==> config.mk <==
export PLATFORM = sky130hd
export DESIGN_NAME = stpm_cmd_parser
export DESIGN_NICKNAME = d
export VERILOG_FILES = /design/src/rtl/stpm_pkg.sv /design/src/rtl/stpm_deg2cyc.sv /design/src/rtl/stpm_cmd_parser.sv
export SDC_FILE = /design/constraint.sdc
export NUM_CORES = 1
export LEC_CHECK = 0
export ABC_AREA = 1
export BUFFER_PORTS_ARGS = -buffer_cell sky130_fd_sc_hd__buf_2
export CAP_MARGIN = 20
export CORE_ASPECT_RATIO = 1.5
export CORE_MARGIN = 3
export CORE_UTILIZATION = 55
export DETAILED_ROUTE_END_ITERATION = 10
export GPL_ROUTABILITY_DRIVEN = 0
export PLACE_DENSITY = 0.75
export SYNTH_ARGS = -nofsm -noshare
export SYNTH_HDL_FRONTEND = slang
export SYNTH_SLANG_ARGS = --single-unit
==> constraint.sdc <==
create_clock -name i_Clk -period 7.6 [get_ports i_Clk]
set_input_delay 1.14 -clock i_Clk [delete_from_list [all_inputs] [get_ports i_Clk]]
set_output_delay 1.14 -clock i_Clk [all_outputs]
set_load 0.05 [all_outputs]
==> src/rtl/stpm_pkg.sv <==
// -----------------------------------------------------------------------------
// stpm_pkg
// Shared definitions for the stepper-motor keypad command parser:
//   - keypad token encodings (digits 0-9 are their own value)
//   - command-parser FSM state encoding
//   - small token-classification helper
// -----------------------------------------------------------------------------
package stpm_pkg;

  localparam logic [3:0] TOK_SPACE    = 4'hA;
  localparam logic [3:0] TOK_ENTER    = 4'hB;
  localparam logic [3:0] TOK_FORWARD  = 4'hC;
  localparam logic [3:0] TOK_BACKWARD = 4'hD;
  localparam logic [3:0] TOK_INVALID  = 4'hE;

  // IDLE expects a motor digit, SEP a SPACE, DIR a direction, DIG1 the first
  // degree digit, DIGN further digits or ENTER.
  typedef enum logic [2:0] {
    ST_IDLE = 3'd0,
    ST_SEP  = 3'd1,
    ST_DIR  = 3'd2,
    ST_DIG1 = 3'd3,
    ST_DIGN = 3'd4
  } state_t;

  function automatic logic is_digit(input logic [3:0] tok);
    return tok <= 4'd9;
  endfunction

endpackage

==> src/rtl/stpm_deg2cyc.sv <==
// -----------------------------------------------------------------------------
// stpm_deg2cyc
// Purely combinational conversion of an angle in degrees to stepper cycles:
//   cycles = floor(deg * 5 / 9), exact over 0..999.
// Ports:
//   deg    in  10  angle in degrees
//   cycles out 10  step cycles (max 555 for deg = 999)
// -----------------------------------------------------------------------------
module stpm_deg2cyc (
  input  logic [9:0] deg,
  output logic [9:0] cycles
);

  // 999 * 5 = 4995 needs 13 bits before the division.
  logic [12:0] prod;

  assign prod   = {3'b000, deg} * 13'd5;
  assign cycles = 10'(prod / 13'd9);

endmodule

==> src/rtl/stpm_cmd_parser.sv <==
// -----------------------------------------------------------------------------
// stpm_cmd_parser
// Parses keypad tokens of the form
//   <motor 1-4> SPACE <FORWARD|BACKWARD> <1-3 decimal digits> ENTER
// and loads a motor-select / direction / step-cycle command.
//
// Optional feature: define STPM_CMD_TIMEOUT_EN to abort a partial command
// after TIMEOUT_CYC clocks without a strobe. Without it a partial command
// waits indefinitely and no timeout counter exists.
//
// Ports:
//   i_Clk    in   1  clock, rising edge
//   i_Rst    in   1  asynchronous active-high reset
//   i_Data   in   4  keypad token (0-9, A SPACE, B ENTER, C FWD, D BWD, E INVALID)
//   i_Ena    in   1  token strobe
//   o_En     out  4  one-hot motor select (bit n-1 = motor n)
//   o_Dir    out  1  0 forward, 1 backward
//   o_Cycles out 10  step cycles for the stepper driver
//   o_Valid  out  1  one-cycle pulse: new command loaded
//   o_Err    out  1  one-cycle pulse: command rejected
//   o_Busy   out  1  a command is partially entered
// -----------------------------------------------------------------------------
module stpm_cmd_parser
  import stpm_pkg::*;
#(
  parameter int MAX_DEG     = 360,
  parameter int TIMEOUT_CYC = 1_000_000
) (
  input  logic       i_Clk,
  input  logic       i_Rst,
  input  logic [3:0] i_Data,
  input  logic       i_Ena,
  output logic [3:0] o_En,
  output logic       o_Dir,
  output logic [9:0] o_Cycles,
  output logic       o_Valid,
  output logic       o_Err,
  output logic       o_Busy
);

  // Elaboration-time parameter sanity checks.
  if (MAX_DEG < 0 || MAX_DEG > 999) begin : g_bad_max_deg
    $error("MAX_DEG must lie in 0..999");
  end
  if (TIMEOUT_CYC < 2) begin : g_bad_timeout
    $error("TIMEOUT_CYC must be at least 2");
  end

  localparam logic [9:0] MAX_DEG_W = 10'(MAX_DEG);

  state_t      state, state_d;
  logic [9:0]  deg, deg_d;
  logic [1:0]  ndig, ndig_d;     // digits entered so far (1..3 in DIGN)
  logic [1:0]  motor, motor_d;   // motor index 0..3
  logic        dir_sel, dir_sel_d;
  logic        load, reject;
  logic [13:0] deg_mac;
  logic [9:0]  cyc_conv;
  logic        timeout;

  stpm_deg2cyc u_deg2cyc (
    .deg    (deg),
    .cycles (cyc_conv)
  );

  assign deg_mac = {4'd0, deg} * 14'd10 + {10'd0, i_Data};

`ifdef STPM_CMD_TIMEOUT_EN
  localparam int CNT_W = $clog2(TIMEOUT_CYC);

  logic [CNT_W-1:0] idle_cnt;

  // Counts clocks since the last strobe while a command is in progress.
  always_ff @(posedge i_Clk or posedge i_Rst) begin
    if (i_Rst) begin
      idle_cnt <= '0;
    end else if (state == ST_IDLE || i_Ena) begin
      idle_cnt <= '0;
    end else begin
      idle_cnt <= idle_cnt + 1'b1;
    end
  end

  // Fires on the TIMEOUT_CYC-th strobe-free clock after the last strobe.
  assign timeout = (state != ST_IDLE) && !i_Ena &&
                   (idle_cnt == CNT_W'(TIMEOUT_CYC - 1));
`else
  assign timeout = 1'b0;
`endif

  // NOTE: every variable gets a default before the case so no path leaves
  // one unassigned, which would otherwise infer a latch.
  always_comb begin
    state_d   = state;
    deg_d     = deg;
    ndig_d    = ndig;
    motor_d   = motor;
    dir_sel_d = dir_sel;
    load      = 1'b0;
    reject    = 1'b0;

    if (i_Ena) begin
      case (state)
        ST_IDLE: begin
          if (i_Data >= 4'd1 && i_Data <= 4'd4) begin
            motor_d = 2'(i_Data - 4'd1);
            state_d = ST_SEP;
          end else begin
            reject = 1'b1;
          end
        end
        ST_SEP: begin
          if (i_Data == TOK_SPACE) state_d = ST_DIR;
          else                     reject  = 1'b1;
        end
        ST_DIR: begin
          if (i_Data == TOK_FORWARD) begin
            dir_sel_d = 1'b0;
            state_d   = ST_DIG1;
          end else if (i_Data == TOK_BACKWARD) begin
            dir_sel_d = 1'b1;
            state_d   = ST_DIG1;
          end else begin
            reject = 1'b1;
          end
        end
        ST_DIG1: begin
          // ENTER here means no digits were given, which is rejected too.
          if (is_digit(i_Data)) begin
            deg_d   = {6'd0, i_Data};
            ndig_d  = 2'd1;
            state_d = ST_DIGN;
          end else begin
            reject = 1'b1;
          end
        end
        ST_DIGN: begin
          if (is_digit(i_Data)) begin
            if (ndig == 2'd3) begin
              reject = 1'b1;
            end else begin
              deg_d  = deg_mac[9:0];
              ndig_d = ndig + 2'd1;
            end
          end else if (i_Data == TOK_ENTER && deg <= MAX_DEG_W) begin
            load    = 1'b1;
            state_d = ST_IDLE;
            deg_d   = '0;
            ndig_d  = '0;
          end else begin
            reject = 1'b1;
          end
        end
        default: reject = 1'b1;
      endcase
    end else if (timeout) begin
      reject = 1'b1;
    end

    if (reject) begin
      state_d = ST_IDLE;
      deg_d   = '0;
      ndig_d  = '0;
    end
  end

  // NOTE: sequential state uses non-blocking assignments so every flop
  // samples pre-edge values regardless of statement order.
  always_ff @(posedge i_Clk or posedge i_Rst) begin
    if (i_Rst) begin
      state   <= ST_IDLE;
      deg     <= '0;
      ndig    <= '0;
      motor   <= '0;
      dir_sel <= 1'b0;
    end else begin
      state   <= state_d;
      deg     <= deg_d;
      ndig    <= ndig_d;
      motor   <= motor_d;
      dir_sel <= dir_sel_d;
    end
  end

  // Command outputs change only on a successful ENTER.
  always_ff @(posedge i_Clk or posedge i_Rst) begin
    if (i_Rst) begin
      o_En     <= '0;
      o_Dir    <= 1'b0;
      o_Cycles <= '0;
      o_Valid  <= 1'b0;
      o_Err    <= 1'b0;
    end else begin
      o_Valid <= load;
      o_Err   <= reject;
      if (load) begin
        o_En     <= 4'b0001 << motor;
        o_Dir    <= dir_sel;
        o_Cycles <= cyc_conv;
      end
    end
  end

  assign o_Busy = (state != ST_IDLE);

endmodule

==> impl_metrics.py <==
metrics = {
    "worst_setup_path": {
        "critPathSlowestCell": "dfrtp_1",
        "cp_common_cell": "nand2_2",
        "crit_arrival_ns": 6.40,
        "rrSetupSlack_ns": 1.43,
        "crit_type": "reg2reg",
        "crit_path_end": "o_Cycles[0]",
        "r2r_start": "deg[1]",
        "startpoint": "deg[1]",
        "worstSetupStartpointType": "flip-flop",
        "cp_top_family": "simple AND/OR/NAND/NOR gates",
        "r2r_cells": 49,
        "crit_buf_inv": 5,
        "max_stage_delay_ns": 0.48,
        "required_ns": 7.83,
        "crit_cells": 49,
        "path_max_fanout": 7,
        "critPathCaptureType": "flip-flop",
        "reg2reg_to": "o_Cycles[0]",
    },
    "global_routing": {
        "grtUsageTotal_pct": 24.1,
        "grt_pass1_vias": 3335,
        "grt_max_degree": 36,
        "grt_first_pass_wirelength_mm": 14.4,
        "overflow": 0,
        "grt_antenna_before_repair": 0,
    },
    "detailed_routing": {
        "wire_per_inst_um": 13.4,
        "via_per_inst": 5.53,
        "drt_iter0_drc": 156,
        "vias": 3398,
        "first_pass_iters": 4,
        "drc": 0,
        "ant_nets": 0,
        "wirelength_mm": 8.21,
    },
    "placed_design": {
        "dp_cells": 606,
        "port_buffers": 24,
        "hpwl_mm": 6.58,
        "post_dp_cell_area_mm2": 0.00362,
    },
    "power": {
        "p_clk_share_pct": 17.8,
        "p_seq_share_pct": 24.7,
        "peakVddDrop_mv": 0.226,
        "leakagePower_uw": 0.00218,
        "p_int_uw": 502,
        "p_switching_uw": 473,
        "p_comb_share_pct": 57.5,
        "power.density_mw_per_mm2": 261,
        "swShare_pct": 48.5,
    },
    "clock_tree": {
        "cts_tree": "yes",
        "cts_made_buffers": 5,
        "root_buffer": "clkbuf_8",
        "clock_latency_ns": 0.28,
        "holdBufCountCts": 0,
        "cts_setup_buffers": 0,
        "clkTransAtPathRegs_ns": 0.07,
        "cts_sinks": 35,
        "htreeDepth": 2,
        "clockBufferDepth": 2,
        "cts-resized-gates": 0,
    },
    "synth": {
        "yosys.area.top_type_share_pct": 25.7,
        "syn_inst": 512,
        "synth.most_common_cell": "nand2_1",
        "post-synth-top-area-cell": "dfrtp_1",
        "syn_area_mm2": 0.00341,
        "seq_area_frac_synth_pct": 25.7,
        "synth_common_cells": "nand2_1 (142), inv_1 (76), nand3_1 (50)",
        "synth_nets": 548,
        "synth_area_leaders": "dfrtp_1 (26%), nand2_1 (16%), ha_1 (9.9%), inv_1 (8.4%), nand3_1 (7.3%)",
        "synth-edff-count": 0,
        "ys_types": 38,
        "ys_seq_elements": 35,
        "synth_ff_type": "dfrtp_1",
        "yosys_warnings": 0,
        "async_reset_ff_share_pct": 100,
        "syn_area_per_cell_um2": 6.66,
    },
    "final_layout": {
        "antenna_cells": 0,
        "final.fill_count": 574,
        "fin_nets": 577,
        "fin_cells": 614,
        "drive_above_1_share_pct": 15.7,
        "syn_to_final_growth_pct": 9.61,
        "multi_input_area_mm2": 0.00219,
        "final_core_util_pct": 63.2,
        "stdcell_area_mm2": 0.00374,
        "ff_latch_area_um2": 876,
    },
    "sta": {
        "setup_violations": 0,
        "fmax_ghz": 0.162,
        "drv_slew": 0,
        "skew_ns": 0.00535,
        "slew_headroom_pct": 51.3,
        "fin_crit_ns": 6.17,
        "fin_crit_sh_pct": 81.2,
        "final-hold-violation-count": 0,
        "setup_tns_ns": 0,
        "tightest_slew_ns": 0.725,
        "rsz0062_at_grt": "no",
    },
    "floorplan": {
        "die-area_mm2": 0.00720,
        "core-area_mm2": 0.00591,
        "io_pins": 25,
        "rows": 34,
        "dieHeight_um": 102,
        "die_w_um": 70.3,
        "start_util_pct": 57.7,
    },
    "status": {
        "outcome": "finished clean",
    },
    "hold_path": {
        "worstHoldPathType": "reg2reg",
    },
    "flow_run": {
        "drv_cap": 0,
    },
}
## metrics by stage
stage	power [uW]	hold WS (ns)	worst slack (ns)
after CTS	975	0.473	1.49
after detailed placement	793	0.453	1.63
final	975	0.467	1.43
after global routing	1060	0.502	0.726
after floorplan	678	0.477	2.26
after global placement	780	0.448	1.77
## layer usage
| metal | part of all wire, % | global-route usage (%) | vias to the layer above | wire, um |
|---|---|---|---|---|
| met5 | 0 | 0 | - | 0 |
| met1 | 40 | 26.5 | 1607 | 3310 |
| met4 | 1.3 | 6.78 | 0 | 107 |
| met2 | 56 | 47.8 | 62 | 4580 |
| met3 | 2.6 | 2.95 | 10 | 214 |
| li1 | - | - | 1719 | - |
## cell type report
cell class / instances / share of cell area [%]
Clock buffer: 6 / 2.21
Clock inverter: 2 / 0.937
Tap cell: 72 / 2.41
Timing Repair Buffer: 26 / 3.61
Inverter: 88 / 8.83
Sequential cell: 35 / 23.4
Multi-Input combinational cell: 385 / 58.6
## placed cells by master, fill, tap and decap left out, drive strengths merged, types with 2 or more instances in the layout
| cell type | count |
|---|---|
| nand3 | 53 |
| xnor2 | 3 |
| a21oi | 13 |
| clkinv | 4 |
| o21ai | 31 |
| nand4 | 16 |
| a31oi | 2 |
| xor2 | 8 |
| clkbuf | 6 |
| inv | 85 |
| o22ai | 5 |
| dfrtp | 35 |
| nand2 | 170 |
| o2111ai | 2 |
| o31ai | 6 |
| nor2 | 30 |
| nor3 | 6 |
| fa | 2 |
| buf | 26 |
| ha | 27 |
| o211ai | 3 |
## worst min-delay path by stage
stage               cells past startpoint   startpoint          end  slack [ns]
global route                            2  o_Cycles[4]  o_Cycles[4]        0.50
finish                                  2  o_Cycles[9]  o_Cycles[9]        0.47
floorplan                               1     motor[0]      o_En[2]        0.48
global placement                        2  o_Cycles[9]  o_Cycles[9]        0.45
detailed placement                      2  o_Cycles[9]  o_Cycles[9]        0.45
CTS                                     2  o_Cycles[9]  o_Cycles[9]        0.47
## worst register-to-register path, delay by kind of cell, from the launching register on
kind            cells  cell delay [ns]
compound gates      1             0.23
fa+ha+maj           4             1.18
simple gates       38             3.75
flops               1             0.48
xor+xnor            1             0.21
buf+inv             5             0.30
## registers in the layout (all words and copies together), names as in the netlist
register and flops:
motor 2, o_En 4, o_Err 1, ndig 2, deg 10, o_Valid 1
dir_sel 1, o_Cycles 10, o_Dir 1, state 3
## cells by family after synthesis
group / share of synthesized area (%)
AOI/OAI and AO/OA: 11.7
xor gates and xnor gates: 3.04
adders and majority gates: 11.1
buffers and inverters: 10.1
DFF: 25.7
and+or+nand+nor: 38.4
## power groups by stage
| stage | sequential, uW | combinational [uW] | clock [uW] |
|---|---|---|---|
| finish | 241 | 560 | 174 |
| global route | 246 | 630 | 187 |
| CTS | 241 | 555 | 179 |
| detailed placement | 245 | 548 | 0 |
| global placement | 244 | 536 | 0 |
| floorplan | 259 | 420 | 0 |
Power figures use the tool's default switching activity.
